[config.mk]
export PLATFORM = sky130hd
export DESIGN_NAME = onehot_strobe_decoder
export DESIGN_NICKNAME = d
export VERILOG_FILES = /design/src/rtl/onehot_strobe_decoder.sv
export SDC_FILE = /design/constraint.sdc
export NUM_CORES = 1
export LEC_CHECK = 0
export CAP_MARGIN = 20
export CORE_ASPECT_RATIO = 1.75
export CORE_MARGIN = 4
export CORE_UTILIZATION = 52
export CTS_BUF_LIST = sky130_fd_sc_hd__clkbuf_8
export DETAILED_ROUTE_END_ITERATION = 10
export GPL_TIMING_DRIVEN = 0
export HOLD_SLACK_MARGIN = 0.08
export PLACE_DENSITY_LB_ADDON = 0.3
export SYNTH_ARGS = -nofsm -noshare
export SYNTH_HDL_FRONTEND = slang
export SYNTH_SLANG_ARGS = --single-unit
[constraint.sdc]
create_clock -name clk -period 2.83 [get_ports clk]
set_clock_uncertainty 0.05 [all_clocks]
set_input_delay 0.283 -clock clk [delete_from_list [all_inputs] [get_ports clk]]
set_output_delay 0.283 -clock clk [all_outputs]
set_load 0.01 [all_outputs]
[src/rtl/onehot_strobe_decoder.sv]
// rtl/onehot_strobe_decoder.sv - sequential 4:16 one-hot strobe decoder with code FIFO
//
// Purpose: accepts 4-bit codes over a valid/ready handshake, buffers them in a
// circular FIFO and replays each as a one-hot 16-bit strobe held PULSE_LEN
// cycles, followed by GAP_LEN all-zero cycles. Code N drives out[15-N], so the
// numeric value of out is 1 << N and a 16:4 encoder on out returns N.
//
// Ports:
//   clk        rising-edge clock
//   reset      synchronous reset, active-high
//   in_code    code to decode, sampled only on a push
//   in_valid   in_code is valid
//   in_ready   FIFO can accept a code this cycle (low while reset is high)
//   out        registered one-hot strobe, zero when idle or in gap
//   out_valid  registered, high exactly while out is non-zero
//   busy       FSM not idle or FIFO non-empty
module onehot_strobe_decoder #(
   parameter int PULSE_LEN  = 4,
   parameter int GAP_LEN    = 1,
   parameter int FIFO_DEPTH = 4
) (
   input  logic        clk,
   input  logic        reset,
   input  logic [0:3]  in_code,
   input  logic        in_valid,
   output logic        in_ready,
   output logic [0:15] out,
   output logic        out_valid,
   output logic        busy
);

   localparam int PW = $clog2(FIFO_DEPTH);
   localparam int CW = PW + 1;
   localparam logic [CW-1:0] FULL_CNT   = CW'(FIFO_DEPTH);
   localparam logic [7:0]    PULSE_LOAD = 8'(PULSE_LEN - 1);
   localparam logic [7:0]    GAP_LOAD   = 8'((GAP_LEN > 0) ? (GAP_LEN - 1) : 0);

   typedef enum logic [1:0] {
      ST_IDLE,
      ST_PULSE,
      ST_GAP
   } state_t;

   state_t         state_q, state_d;
   logic [7:0]     cnt_q, cnt_d;
   logic [0:15]    out_q, out_d;
   logic           out_valid_q, out_valid_d;
   logic [PW-1:0]  wr_ptr_q, wr_ptr_d;
   logic [PW-1:0]  rd_ptr_q, rd_ptr_d;
   logic [CW-1:0]  count_q, count_d;
   logic [3:0]     mem_q [FIFO_DEPTH];
   logic [3:0]     mem_d [FIFO_DEPTH];

   logic           push;
   logic           pop;
   logic           fifo_empty;
   logic           fifo_full;
   logic [3:0]     head;

   function automatic logic [15:0] onehot(input logic [3:0] code);
      return 16'h0001 << code;
   endfunction

   // in_ready comes from the registered count only: a pop in the same cycle
   // does not reopen a full FIFO, which keeps in_ready free of FSM logic.
   assign fifo_empty = (count_q == '0);
   assign fifo_full  = (count_q == FULL_CNT);
   assign in_ready   = !fifo_full && !reset;
   assign push       = in_valid && in_ready;
   assign head       = mem_q[rd_ptr_q];

   assign out        = out_q;
   assign out_valid  = out_valid_q;
   assign busy       = (state_q != ST_IDLE) || !fifo_empty;

   // Strobe sequencer
   always_comb begin
      state_d     = state_q;
      cnt_d       = cnt_q;
      out_d       = out_q;
      out_valid_d = out_valid_q;
      pop         = 1'b0;

      case (state_q)
         ST_IDLE: begin
            if (!fifo_empty) begin
               pop         = 1'b1;
               out_d       = onehot(head);
               out_valid_d = 1'b1;
               cnt_d       = PULSE_LOAD;
               state_d     = ST_PULSE;
            end
         end

         ST_PULSE: begin
            if (cnt_q != 8'd0) begin
               cnt_d = cnt_q - 8'd1;
            end else if (GAP_LEN > 0) begin
               out_d       = '0;
               out_valid_d = 1'b0;
               cnt_d       = GAP_LOAD;
               state_d     = ST_GAP;
            end else if (!fifo_empty) begin
               // No gap configured: chain straight into the next strobe.
               pop         = 1'b1;
               out_d       = onehot(head);
               out_valid_d = 1'b1;
               cnt_d       = PULSE_LOAD;
            end else begin
               out_d       = '0;
               out_valid_d = 1'b0;
               state_d     = ST_IDLE;
            end
         end

         ST_GAP: begin
            if (cnt_q != 8'd0) begin
               cnt_d = cnt_q - 8'd1;
            end else if (!fifo_empty) begin
               pop         = 1'b1;
               out_d       = onehot(head);
               out_valid_d = 1'b1;
               cnt_d       = PULSE_LOAD;
               state_d     = ST_PULSE;
            end else begin
               state_d = ST_IDLE;
            end
         end

         default: begin
            out_d       = '0;
            out_valid_d = 1'b0;
            cnt_d       = 8'd0;
            state_d     = ST_IDLE;
         end
      endcase
   end

   // Code FIFO
   always_comb begin
      mem_d    = mem_q;
      wr_ptr_d = wr_ptr_q;
      rd_ptr_d = rd_ptr_q;
      count_d  = count_q;

      if (push) begin
         mem_d[wr_ptr_q] = in_code;
         wr_ptr_d        = wr_ptr_q + PW'(1);
      end
      if (pop) begin
         rd_ptr_d = rd_ptr_q + PW'(1);
      end

      case ({push, pop})
         2'b10:   count_d = count_q + CW'(1);
         2'b01:   count_d = count_q - CW'(1);
         default: count_d = count_q;
      endcase
   end

   always_ff @(posedge clk) begin
      if (reset) begin
         state_q     <= ST_IDLE;
         cnt_q       <= 8'd0;
         out_q       <= '0;
         out_valid_q <= 1'b0;
         wr_ptr_q    <= '0;
         rd_ptr_q    <= '0;
         count_q     <= '0;
      end else begin
         state_q     <= state_d;
         cnt_q       <= cnt_d;
         out_q       <= out_d;
         out_valid_q <= out_valid_d;
         wr_ptr_q    <= wr_ptr_d;
         rd_ptr_q    <= rd_ptr_d;
         count_q     <= count_d;
      end
      // Storage needs no reset: push is blocked while reset is high and the
      // pointers/count decide which entries are live.
      mem_q <= mem_d;
   end

endmodule
* Word level (Yosys, flattened, before mapping)
Index checks and enable logic that the tools add are counted.
** Storage, ports and cells
- Bits in registers :: 50
- Input port bits :: 7
- Output and inout bits :: 19
- Logic and storage cells :: 71
** Cells by class
- $add $sub $neg :: 5
- Magnitude comparators :: 3
- Eq/ne operators :: 8
- Shift-type cells :: 1
- Multiplexer cells :: 27
- Bitwise operators :: 2
- Reductions and logical operators :: 14
** Operators by type and width (number)
- $mux 16 :: 3
- $pmux 16 s3 :: 1
- $mux 8 :: 3
- $pmux 8 s3 :: 1
- $bwmux 16 :: 1
- $shl 1x4->16 const A :: 1
- $mux 4 :: 3
- $bmux 4 s2 :: 1
- $demux 4 s2 :: 1
- $reduce_bool 8->1 :: 1
- $sub 8x1->8 const B :: 1
- $ge 3x3->1 const B :: 2
- $mux 1 :: 6
- $mux 2 :: 3
- $ne 2x2->1 const B :: 3
- $not 2->3 :: 2
- $pmux 2 s3 :: 1
- $pmux 3 s2 :: 1
- $add 2x1->2 const B :: 2
- $eq 2x1->1 const B :: 2
- $eq 2x2->1 const B :: 2
- $reduce_bool 2->1 :: 2
- $add 3x1->3 const B :: 1
- $eq 3x3->1 const B :: 1
- other kinds (11) :: 15

* Depth between registers and ports, before layout
- Word-level depth :: 8
- Mapped depth :: 12
- Mapped depth without buffers :: 12

* Worst setup path after synthesis
Ideal clock, no wire load.
- Kind :: register to register
- Start :: reg cnt_q[0]
- End :: reg count_q[2]
- Setup time :: 71 ps
- Arrival :: 2654 ps
- Data required time :: 2709 ps
- Setup slack :: 56 ps
- Stages on the path, launching flop included :: 13
- Cell sequence :: dfxtp_1 inv_1 ha_1 or4b_4 o21ai_4 nand2_1 inv_1 ha_1 inv_1 fa_1 xor2_1 or3_1 a21oi_1
** Between the ends
- Word-level cells in the longest chain between the ends :: 5
** RTL lines
- from (decl) :: line 45 : logic [7:0] cnt_q, cnt_d;
- from (signal assigned) :: line 172 : cnt_q <= cnt_d;
- $reduce_bool 8->1 (*) :: line 96, 117
- $mux 1 (*) :: line 117 : if (cnt_q != 8'd0) begin
- $pmux 1 s2 (*) :: line 84 : case (state_q)
- named net pop :: line 55 : logic pop;
- $eq 2x1->1 / $eq 2x2->1 (equally long branches) :: line 154 : case ({push, pop})
- $pmux 3 s2 / $reduce_bool 2->1 (equally long branches)
- to (signal assigned) :: line 177 : count_q <= count_d;
- to (decl) :: line 50 : logic [CW-1:0] count_q, count_d;
The timed path passes the listed nets; every way through them passes the cells marked *.
A chain may end at the register's enable or synchronous reset.

* Final worst setup path
- Start :: reg cnt_q[1]
- End :: reg count_q[2]
The elaborated chain is that of the path after synthesis.

==> out/results.ini <==
[synthesis]
synth_edf_count=16
synth_area_um2=2350
ys_seq_elements=50
ys_warn_count=0
yosysSeqAreaShare_pct=49.4
synth_top_area_share_pct=29.0
netlist_instances=210
synthesis.nets=224
synth_top_area_cell=dfxtp_1
async_reset_ff_share_pct=0
synthFlopType=dfxtp_1
syn_avg_cell_area_um2=11.2
yosys.cell_types.count=54
yosys-top-cells-area=dfxtp_1, edfxtp_1, mux4_2

[routing]
wl_mm=4.74
drt_iter0_drc=38
firstDrtPassIters=4
viasPerCell=5.84
wl_per_cell_um=15.9
ant_nets=0
drc=0
via_count=1741

[layout]
diodes=0
layout.cells.non_filler=298
multi_input_area_um2=1100
finish.utilization_pct=64.3
register_area_um2=1170
syn2layout_area_growth_pct=20.6
fin_nets=260
fin_area_um2=2830
drive_gt1_share_pct=19.4
fillCellCount=380

[clocking]
hold_buffers=0
root_buffer=clkbuf_8
clkTransAtPathRegs_ns=0.10
clock_latency_ns=0.31
cts_made_buffers=5
htreeDepth=2
cts_tree=done
clk_path_buf_depth=2
clkSinkCount=50

[global_route]
grt_pass1_wl_mm=7.82
grt_pass1_vias=1741
track_usage_pct=17.5
antenna_found_initial=0
grt_max_degree=18
grt_overflow=0

[sta]
slew_headroom_pct=43.5
final-hold-violation-count=0
period_needed_ns=2.73
setup_slack_ns=0.0969
setup_viol=0
fin_crit_sh_pct=96.6
slew_violations=0
rsz0062_at_grt=false
whs_ns=0.429
tightest_slew_ns=0.842
finalSetupTns_ns=0
fmax_mhz=366

[critical_path]
worstReg2RegStart=cnt_q[1]
required_ns=3.01
cp-end-kind=flop
startpoint_type=flop
cp_max_fo=6
startpoint=cnt_q[1]
crit_arrival_ns=2.91
path_class=flop to flop

[place]
hpwl_mm=3.48
gp_congestion=0.813
dp.cells=286
placed_area_um2=2660
portBuffers=25
pre_cts_ws_ns=-0.215

[power_and_ir_drop]
power.share.clock_pct=16.6
comb_power_share_pct=51.2
pwr_density_cell_nw_per_um2=1110
p_sw_mw=1.30
vdd_drop_max_v=0.000721
sequentialPowerShare_pct=32.2
leakage_nw=1.02
total_power_mw=3.13
p_sw_share_pct=41.7
p_int_mw=1.82

[floorplan]
core_area_um2=4400
io_pins=26
die_area_um2=5700
die-height_um=96.9
die_w_um=58.8
num_rows=32
initial_core_util_pct=53.3

[status]
status=complete, no violations

[job]
maxCapViolCount=0

[min_path]
min_from=out[14]
hp-class=flop to flop

==> power by group through the flow <==
stage	Sequential [mW]	Combinational [mW]	Clock [mW]
5_1_grt	1.03	1.76	0.551
3_3_place_gp	1.01	1.48	0
2_1_floorplan	0.994	1.15	0
4_1_cts	0.999	1.55	0.529
3_5_place_dp	1.01	1.51	0
6_report	1.01	1.60	0.519
==> state kept, by name, summed over array words and instances, names as in the netlist <==
register	count
out_valid	1
count_q	3
wr_ptr_q	2
out	16
cnt_q	8
mem_q	16
state_q	2
rd_ptr_q	2
==> logic make-up after synthesis <==
family,synth area share [%]
and+or+nand+nor,16.6
AOI/OAI and AO/OA,19.6
DFF,49.4
buffers and inverters,4.37
adders and majority gates,4.05
muxes,4.48
xor gates and xnor gates,1.49
==> cells in the final DEF (no fill, tap or decap), types with 5 or more instances in the layout <==
master           count
a211oi_1             5
a21oi_1             17
a22o_1               5
a22o_2               5
and2_1               5
clkbuf_8             5
clkdlybuf4s50_1     25
dfxtp_1             32
edfxtp_1            16
inv_1               12
nor2_1              17
o21ai_0              6
or3_1                7
==> timing repair <==
action / in CTS / in global routing
pin swaps: 1 / 2
resized for setup: 1 / 8
setup endpoints to repair: 2 / 1
cloned: 0 / 0
setup buffers: 2 / 2
==> critical path, stage by stage, from the launching register on <==
cell and delay, ns:
dfxtp_4 0.37, inv_2 0.06, ha_4 0.16, or4b_4 0.50
o21ai_4 0.19, nand2_2 0.07, inv_1 0.08, ha_2 0.17
inv_1 0.05, fa_1 0.37, xor2_1 0.15, or3_1 0.31
a21oi_1 0.14
==> metal layers <==
metal | track usage [%] | routed length (um) | share of wire, %
met4 | 7.85 | 111 | 2.3
met1 | 18.8 | 1870 | 39
met2 | 31.2 | 2630 | 55
met3 | 3.47 | 133 | 2.8
met5 | 0 | 0 | 0
==> path summary, 6_finish.rpt <==
kind,depth (start not counted),endpoint,slack (ns)
setup / recovery,12,count_q[2],0.1
hold / removal,1,out[14],0.43
setup reg to reg,12,count_q[2],0.1
hold reg to reg,1,out[14],0.43
==> cells in the mapped netlist, types with 2 or more instances <==
cell       count
inv_1         14
a22o_2         5
o21ai_0        6
a32o_1         2
nand3_1        3
buf_6          3
a31oi_1        3
nor3_1         3
nor2_1        17
a2111oi_0      2
a21oi_1       17
o311ai_0       2
a32o_2         3
xor2_1         2
edfxtp_1      16
a211oi_1       5
or3_1          7
dfxtp_1       34
nor2b_1        2
and2b_1        2
a22o_1         5
ha_1           6
mux4_2         4
clkbuf_1       3
nand2_1        5
and2_1         5
xnor2_1        2
nor4_1         4
nor3b_1        2
nor4_2         2
==> cell type report <==
cell class	count	share of cell area [%]
Inverter	14	1.86
Sequential cell	50	41.2
Timing Repair Buffer	29	9.90
Tap cell	51	2.25
Multi-Input combinational cell	139	38.9
Buffer	7	1.77
Clock buffer	5	2.43
Clock inverter	3	1.68
No activity file was read; power rests on OpenSTA's default activity.
